**src/rtl/fetch_pkg.sv**
```systemverilog
// Shared types for the instruction fetch stage.
// Queue entries pair each instruction with the PC it was fetched from.
package fetch_pkg;

  localparam logic [31:0] PC_STEP = 32'd4;

  typedef enum logic {
    FETCH,
    DISCARD
  } fetch_state_t;

  typedef struct packed {
    logic [31:0] pc;
    logic [31:0] instr;
  } fetch_entry_t;

endpackage

```
**src/rtl/fetch_if.sv**
```systemverilog
// Fetch stage bus bundle: instruction memory request/ack,
// decode-side valid/ready delivery, and datapath redirect.
interface fetch_if;

  logic        imem_req;
  logic [31:0] imem_addr;
  logic        imem_ack;
  logic [31:0] imem_data;
  logic        inst_valid;
  logic [31:0] inst_data;
  logic [31:0] inst_pc;
  logic        inst_ready;
  logic        redirect;
  logic [31:0] redirect_pc;

  modport master (
    output imem_req,
    output imem_addr,
    input  imem_ack,
    input  imem_data,
    output inst_valid,
    output inst_data,
    output inst_pc,
    input  inst_ready,
    input  redirect,
    input  redirect_pc
  );

  modport slave (
    input  imem_req,
    input  imem_addr,
    output imem_ack,
    output imem_data,
    input  inst_valid,
    input  inst_data,
    input  inst_pc,
    output inst_ready,
    output redirect,
    output redirect_pc
  );

endinterface

```
**src/rtl/fetch_fifo.sv**
```systemverilog
// Prefetch queue: circular buffer of {pc, instr} entries.
// Flush wins over push/pop; the caller never pushes when full.
module fetch_fifo
  import fetch_pkg::*;
#(
  parameter int DEPTH = 4,
  localparam int AW = $clog2(DEPTH),
  localparam int CW = AW + 1
) (
  input  logic         clk,
  input  logic         rst,
  input  logic         push_i,
  input  fetch_entry_t entry_i,
  input  logic         pop_i,
  input  logic         flush_i,
  output logic [CW-1:0] count_o,
  output logic [CW-1:0] count_nxt_o,
  output fetch_entry_t head_o
);

  fetch_entry_t  mem_q [DEPTH];
  logic [AW-1:0] wr_q;
  logic [AW-1:0] rd_q;
  logic [CW-1:0] cnt_q;
  logic [CW-1:0] cnt_d;
  logic          pop_ok;

  assign pop_ok = pop_i && (cnt_q != '0);

  always_comb begin
    cnt_d = cnt_q + CW'(push_i) - CW'(pop_ok);
    if (flush_i) begin
      cnt_d = '0;
    end
  end

  always_ff @(posedge clk or posedge rst) begin
    if (rst) begin
      for (int i = 0; i < DEPTH; i++) begin
        mem_q[i] <= '0;
      end
      wr_q  <= '0;
      rd_q  <= '0;
      cnt_q <= '0;
    end else if (flush_i) begin
      wr_q  <= '0;
      rd_q  <= '0;
      cnt_q <= '0;
    end else begin
      if (push_i) begin
        mem_q[wr_q] <= entry_i;
        wr_q        <= wr_q + AW'(1);
      end
      if (pop_ok) begin
        rd_q <= rd_q + AW'(1);
      end
      cnt_q <= cnt_d;
    end
  end

  assign count_o     = cnt_q;
  assign count_nxt_o = cnt_d;
  assign head_o      = mem_q[rd_q];

endmodule

```
**src/rtl/fetch_unit.sv**
```systemverilog
// Instruction fetch stage: sequential PC generation, one-deep
// imem handshake, prefetch queue and redirect/discard control.
module fetch_unit
  import fetch_pkg::*;
#(
  parameter int          DEPTH    = 4,
  parameter logic [31:0] RESET_PC = 32'h0000_0000
) (
  input logic clk,
  input logic rst,
  fetch_if.master bus
);

  localparam int CW = $clog2(DEPTH) + 1;

  fetch_state_t  state_q, state_d;
  logic [31:0]   pc_q, pc_d;
  logic [31:0]   addr_q, addr_d;
  logic          req_q, req_d;
  logic          done;
  logic          push;
  logic          pop;
  logic          room;
  logic [31:0]   target;
  logic [CW-1:0] cnt;
  logic [CW-1:0] cnt_nxt;
  fetch_entry_t  entry;
  fetch_entry_t  head;

  assign done   = req_q && bus.imem_ack;
  assign target = bus.redirect_pc & ~32'h3;
  assign push   = (state_q == FETCH) && done && !bus.redirect;
  assign pop    = bus.inst_valid && bus.inst_ready && !bus.redirect;
  assign room   = cnt_nxt < CW'(DEPTH);
  assign entry  = '{pc: pc_q, instr: bus.imem_data};

  fetch_fifo #(.DEPTH(DEPTH)) u_fifo (
    .clk         (clk),
    .rst         (rst),
    .push_i      (push),
    .entry_i     (entry),
    .pop_i       (pop),
    .flush_i     (bus.redirect),
    .count_o     (cnt),
    .count_nxt_o (cnt_nxt),
    .head_o      (head)
  );

  always_comb begin
    state_d = state_q;
    pc_d    = pc_q;
    addr_d  = addr_q;
    req_d   = req_q;
    if (bus.redirect) begin
      pc_d = target;
      // A stale request must finish on the bus at its old address.
      if (req_q && !bus.imem_ack) begin
        state_d = DISCARD;
      end else begin
        state_d = FETCH;
        req_d   = 1'b1;
        addr_d  = target;
      end
    end else if (state_q == DISCARD) begin
      if (done) begin
        state_d = FETCH;
        req_d   = room;
        addr_d  = pc_q;
      end
    end else if (done || !req_q) begin
      if (done) begin
        pc_d = pc_q + PC_STEP;
      end
      req_d  = room;
      addr_d = pc_d;
    end
  end

  always_ff @(posedge clk or posedge rst) begin
    if (rst) begin
      state_q <= FETCH;
      pc_q    <= RESET_PC;
      addr_q  <= RESET_PC;
      req_q   <= 1'b0;
    end else begin
      state_q <= state_d;
      pc_q    <= pc_d;
      addr_q  <= addr_d;
      req_q   <= req_d;
    end
  end

  assign bus.imem_req   = req_q;
  assign bus.imem_addr  = addr_q;
  assign bus.inst_valid = (cnt != '0);
  assign bus.inst_data  = head.instr;
  assign bus.inst_pc    = head.pc;

endmodule

```
**src/flat_wrapper.sv**
```systemverilog
// flat-port wrapper written by rule: the top's interface ports become plain ports
module fetch_unit_flat import fetch_pkg::*;
#(
  parameter int          DEPTH    = 4,
  parameter logic [31:0] RESET_PC = 32'h0000_0000
)
  (clk, rst, bus_imem_req, bus_imem_addr, bus_imem_ack, bus_imem_data, bus_inst_valid, bus_inst_data, bus_inst_pc, bus_inst_ready, bus_redirect, bus_redirect_pc);
  fetch_if bus_i ();
  input logic clk;
  input logic rst;
  output wire logic [$bits(bus_i.imem_req)-1:0] bus_imem_req;
  output wire logic [$bits(bus_i.imem_addr)-1:0] bus_imem_addr;
  input wire logic [$bits(bus_i.imem_ack)-1:0] bus_imem_ack;
  input wire logic [$bits(bus_i.imem_data)-1:0] bus_imem_data;
  output wire logic [$bits(bus_i.inst_valid)-1:0] bus_inst_valid;
  output wire logic [$bits(bus_i.inst_data)-1:0] bus_inst_data;
  output wire logic [$bits(bus_i.inst_pc)-1:0] bus_inst_pc;
  input wire logic [$bits(bus_i.inst_ready)-1:0] bus_inst_ready;
  input wire logic [$bits(bus_i.redirect)-1:0] bus_redirect;
  input wire logic [$bits(bus_i.redirect_pc)-1:0] bus_redirect_pc;
  assign bus_imem_req = bus_i.imem_req;
  assign bus_imem_addr = bus_i.imem_addr;
  assign bus_i.imem_ack = bus_imem_ack;
  assign bus_i.imem_data = bus_imem_data;
  assign bus_inst_valid = bus_i.inst_valid;
  assign bus_inst_data = bus_i.inst_data;
  assign bus_inst_pc = bus_i.inst_pc;
  assign bus_i.inst_ready = bus_inst_ready;
  assign bus_i.redirect = bus_redirect;
  assign bus_i.redirect_pc = bus_redirect_pc;
  fetch_unit #(.DEPTH(DEPTH), .RESET_PC(RESET_PC)) u_core (.clk(clk), .rst(rst), .bus(bus_i));
endmodule
```
**config.mk**
```make
export PLATFORM = sky130hd
export DESIGN_NAME = fetch_unit_flat
export DESIGN_NICKNAME = d
export VERILOG_FILES = /design/src/rtl/fetch_pkg.sv /design/src/rtl/fetch_if.sv /design/src/rtl/fetch_fifo.sv /design/src/rtl/fetch_unit.sv /design/src/flat_wrapper.sv
export SDC_FILE = /design/constraint.sdc
export NUM_CORES = 1
export LEC_CHECK = 0
export ABC_CLOCK_PERIOD_IN_PS = 15400
export CAP_MARGIN = 10
export CORE_MARGIN = 3
export CORE_UTILIZATION = 52
export CTS_BUF_LIST = sky130_fd_sc_hd__clkbuf_4 sky130_fd_sc_hd__clkbuf_8
export DETAILED_ROUTE_END_ITERATION = 8
export PLACE_DENSITY_LB_ADDON = 0.1
export SKIP_CTS_REPAIR_TIMING = 1
export SYNTH_ARGS = -nofsm -noshare
export SYNTH_HDL_FRONTEND = slang
export SYNTH_HIERARCHICAL = 1
export SYNTH_SLANG_ARGS = --single-unit
```
**constraint.sdc**
```tcl
create_clock -name clk -period 15.4 [get_ports clk]
set_clock_uncertainty 0.15 [all_clocks]
set_input_delay 3.85 -clock clk [delete_from_list [all_inputs] [get_ports clk]]
set_output_delay 3.85 -clock clk [all_outputs]
set_load 0.1 [all_outputs]
```
==> out/metrics.yaml <==
dr_total_vias: 9245
hold_class: "reg2reg"
primary_ff_master_synth: "dfrtp_1"
cts.clk_slew.worst_paths_ns: 0.06
syn-cell-area_sq_um: 15300
crit_path_start_kind: "flop"
setup.worst_path.end_class: "output port"
synthesis_warning_total: 6
die_y_microns: 178
detail-route-antenna-nets: 0
grt-ovfl-total: 0
met2_wirelength_microns: 16000
synth_cell_type_count: 66
areaGrowthSynthToFinish_pct: 19.2
share_of_layout_cells_above_drive_strength_1_pct: 32.4
io_buffers: 164
synth_compound_gate_area_share_pct: 3.22
synth_fa_ha_area_share_pct: 0.701
grt_pass1_vias: 9877
final.setup.tns_ns: 0
area.sequential_sq_um: 8170
drc: 0
dr_wl_cell_microns: 20.6
synth_edf_count: 0
cts.sink_count: 326
wirelength_met1_microns: 15100
period_needed_ns: 7.73
placement.setup.worst_slack_ns: 7.63
hold_fails_final_rpt: 0
cts_root_buffer: "clkbuf_8"
peakVddDrop_uv: 110
dp_hpwl_microns: 20400
synth_mux_area_share_pct: 30.9
synthXorXnorAreaFrac_pct: 1.92
die-width_microns: 178
grt_usage_pct: 21.8
grt_max_degree: 120
highest-signal-layer: "met5"
report.final.setup_viol: 0
tightest_slew_ns: 1.17
finalWirelength_microns: 33800
worst_slack_ns: 7.67
die_area_sq_um: 31600
synth_area_per_cell_sq_um: 14.7
top_level_ports: 167
cts_tree: "yes"
wire_length_of_the_first_global_routing_pass_microns: 54400
final-instance-count-excl-fill: 1642
cp_data_arrival_time_ns: 3.73
dr_wl_met3_microns: 2040
fin_worst_hold_slack_ns: 0.335
critPathRequiredTime_ns: 11.40
drv.max_cap_violation_count: 0
cts-root-to-sink-buffers: 3
drt_pass1_iterations: 4
crit_fanout: 44
timing.setup.critical_path_class: "reg2out"
multiInputGateArea_sq_um: 6590
yosysTopAreaCell: "dfrtp_1"
max_freq_mhz: 129
grt_setup_unrepaired: "no"
drt-vias-per-instance: 5.63
drt_iter0_drc: 549
power.density_cell_area_nw_per_um2: 161
coreArea_sq_um: 28900
finish.net_count: 1292
fin_total_pwr_mw: 2.94
dominant_combinational_cell_family_by_area_after_synthesis: "multiplexers"
static-leakage-power_nw: 8.36
clk-insertion-delay-late_ns: 0.57
std_cell_rows: 62
place_congestion: 0.774
cts-buffers-inserted: 56
post_synth_simple_gate_area_pct: 6.00
depth_of_the_cts_h_tree: 2
timing.slew.headroom_pct: 22.0
synth_top_area_share_pct: 53.2
layout.filler_cells: 2257
initial_antenna_violation_count: 2
postSynthCellCount: 1040
finalCritPeriodShare_pct: 50.2
postSynthRegisterBits: 326
place.detailed.instances: 1540
run_status: "finished, final reports clean"
finalMaxSlewViolations: 0
share_of_synthesized_registers_carrying_an_async_set_or_reset_pct: 100
starting_density_of_the_core_pct: 53.2
cells_taking_the_most_area_after_synthesis: "dfrtp_1 (53%), mux2_2 (11%), mux4_2 (9.4%)"
synth_sequential_area_ratio_pct: 53.2
-- routing by layer --
metal  vias up  track usage [%]
li1       4159                -
met1      4797             30.3
met2       227             35.1
met3        58             5.13
met4         4             5.46
met5         -                0
-- worst max-delay path: stages (launching register included) --
cell	delay [ns]
dfrtp_4	0.73
buf_4	0.74
mux4_2	0.63
clkdlybuf4s50_1	0.99
-- cell type report --
class	count	area share (%)
tap	384	2.63
clock buffer	95	6.36
timing repair buffer	180	9.72
multi-input combinational	637	36.0
sequential	326	44.7
antenna	1	0.0137
clock inverter	5	0.274
inverter	14	0.328
-- where the power goes --
part	leakage (nW)	internal [mW]	total [mW]	switching, mW
logic	3.48	0.316	1.03	0.714
clock network	0.653	0.488	0.826	0.338
registers	4.23	0.993	1.08	0.0870
total	8.36	1.80	2.94	1.14
-- sequential cells by signal, summed over array words and instances, names as in the netlist --
name	cells
u_core/pc_q	30
u_core/state_q	1
u_core/bus.imem_req	1
u_core/u_fifo/count_o	3
u_core/u_fifo/mem_q	256
u_core/bus.imem_addr	31
u_core/u_fifo/wr_q	2
u_core/u_fifo/rd_q	2
-- final timing paths --
check                                        start                  endpoint  slack, ns  depth (start not counted)
setup / recovery             u_core/u_fifo/rd_q[0]           bus_inst_pc[14]       7.67                          3
hold / removal             u_core/u_fifo/mem_q[20]   u_core/u_fifo/mem_q[20]       0.34                          1
setup reg to reg               u_core/bus.imem_req   u_core/u_fifo/mem_q[81]      11.52                          5
hold reg to reg            u_core/u_fifo/mem_q[20]   u_core/u_fifo/mem_q[20]       0.34                          1
max in group asynchronous                      rst     u_core/u_fifo/rd_q[1]       9.75                          3
min in group asynchronous                      rst  u_core/u_fifo/mem_q[173]       3.75                          2
-- Yosys cell counts, types with 2 or more instances --
library cell    n
a21o_1          2
xnor2_1        10
a31oi_1         3
buf_2          17
buf_4           6
buf_12          7
mux2_4         60
clkbuf_1       18
nor4_2          2
nand3b_1        3
buf_6          20
a311o_1         3
o21ai_0        31
mux2i_1         2
nand3_2         2
and2b_2         3
nand2b_1        5
o31ai_1         4
nand2_1        52
nor4_1          3
and4_1          3
mux4_2         64
nor3_1          5
a21oi_1        17
nand3_1        23
mux2_2        148
ha_1            7
o211ai_1        6
inv_1          13
nor2_1         36
dfrtp_1       326
and3_1          8
xor2_1         21
a21boi_0        2
o21ai_1         2
mux2_1         63
nand4_1        14
-- cell usage in the layout (no fill, tap or decap), types with 31 or more instances in the layout --
cell               n
dfrtp_1          324
clkdlybuf4s50_1  163
mux2_2           148
clkbuf_8          72
mux4_2            64
mux2_1            63
mux2_4            60
nand2_1           52
nor2_1            36
o21ai_0           31
-- stage by stage --
stage / util, % / cell area, sq um
final: 63.4 / 18300
after global routing: 63.4 / 18300
after CTS: 63.3 / 18300
after detailed placement: 59.1 / 17000
after global placement: 59.1 / 17000
after floorplan: - / 15400
-- kinds of logic (layout without fill, tap and decap cells) --
logic type	Yosys count	in the layout
AOI/OAI and AO/OA	81	81
buffers and inverters	84	294
other	1	9
DFF	326	326
adders and majority gates	8	8
and+or+nand+nor	171	171
xor gates and xnor gates	32	32
muxes	337	337
Note: power is estimated with default switching activity, not from simulation.
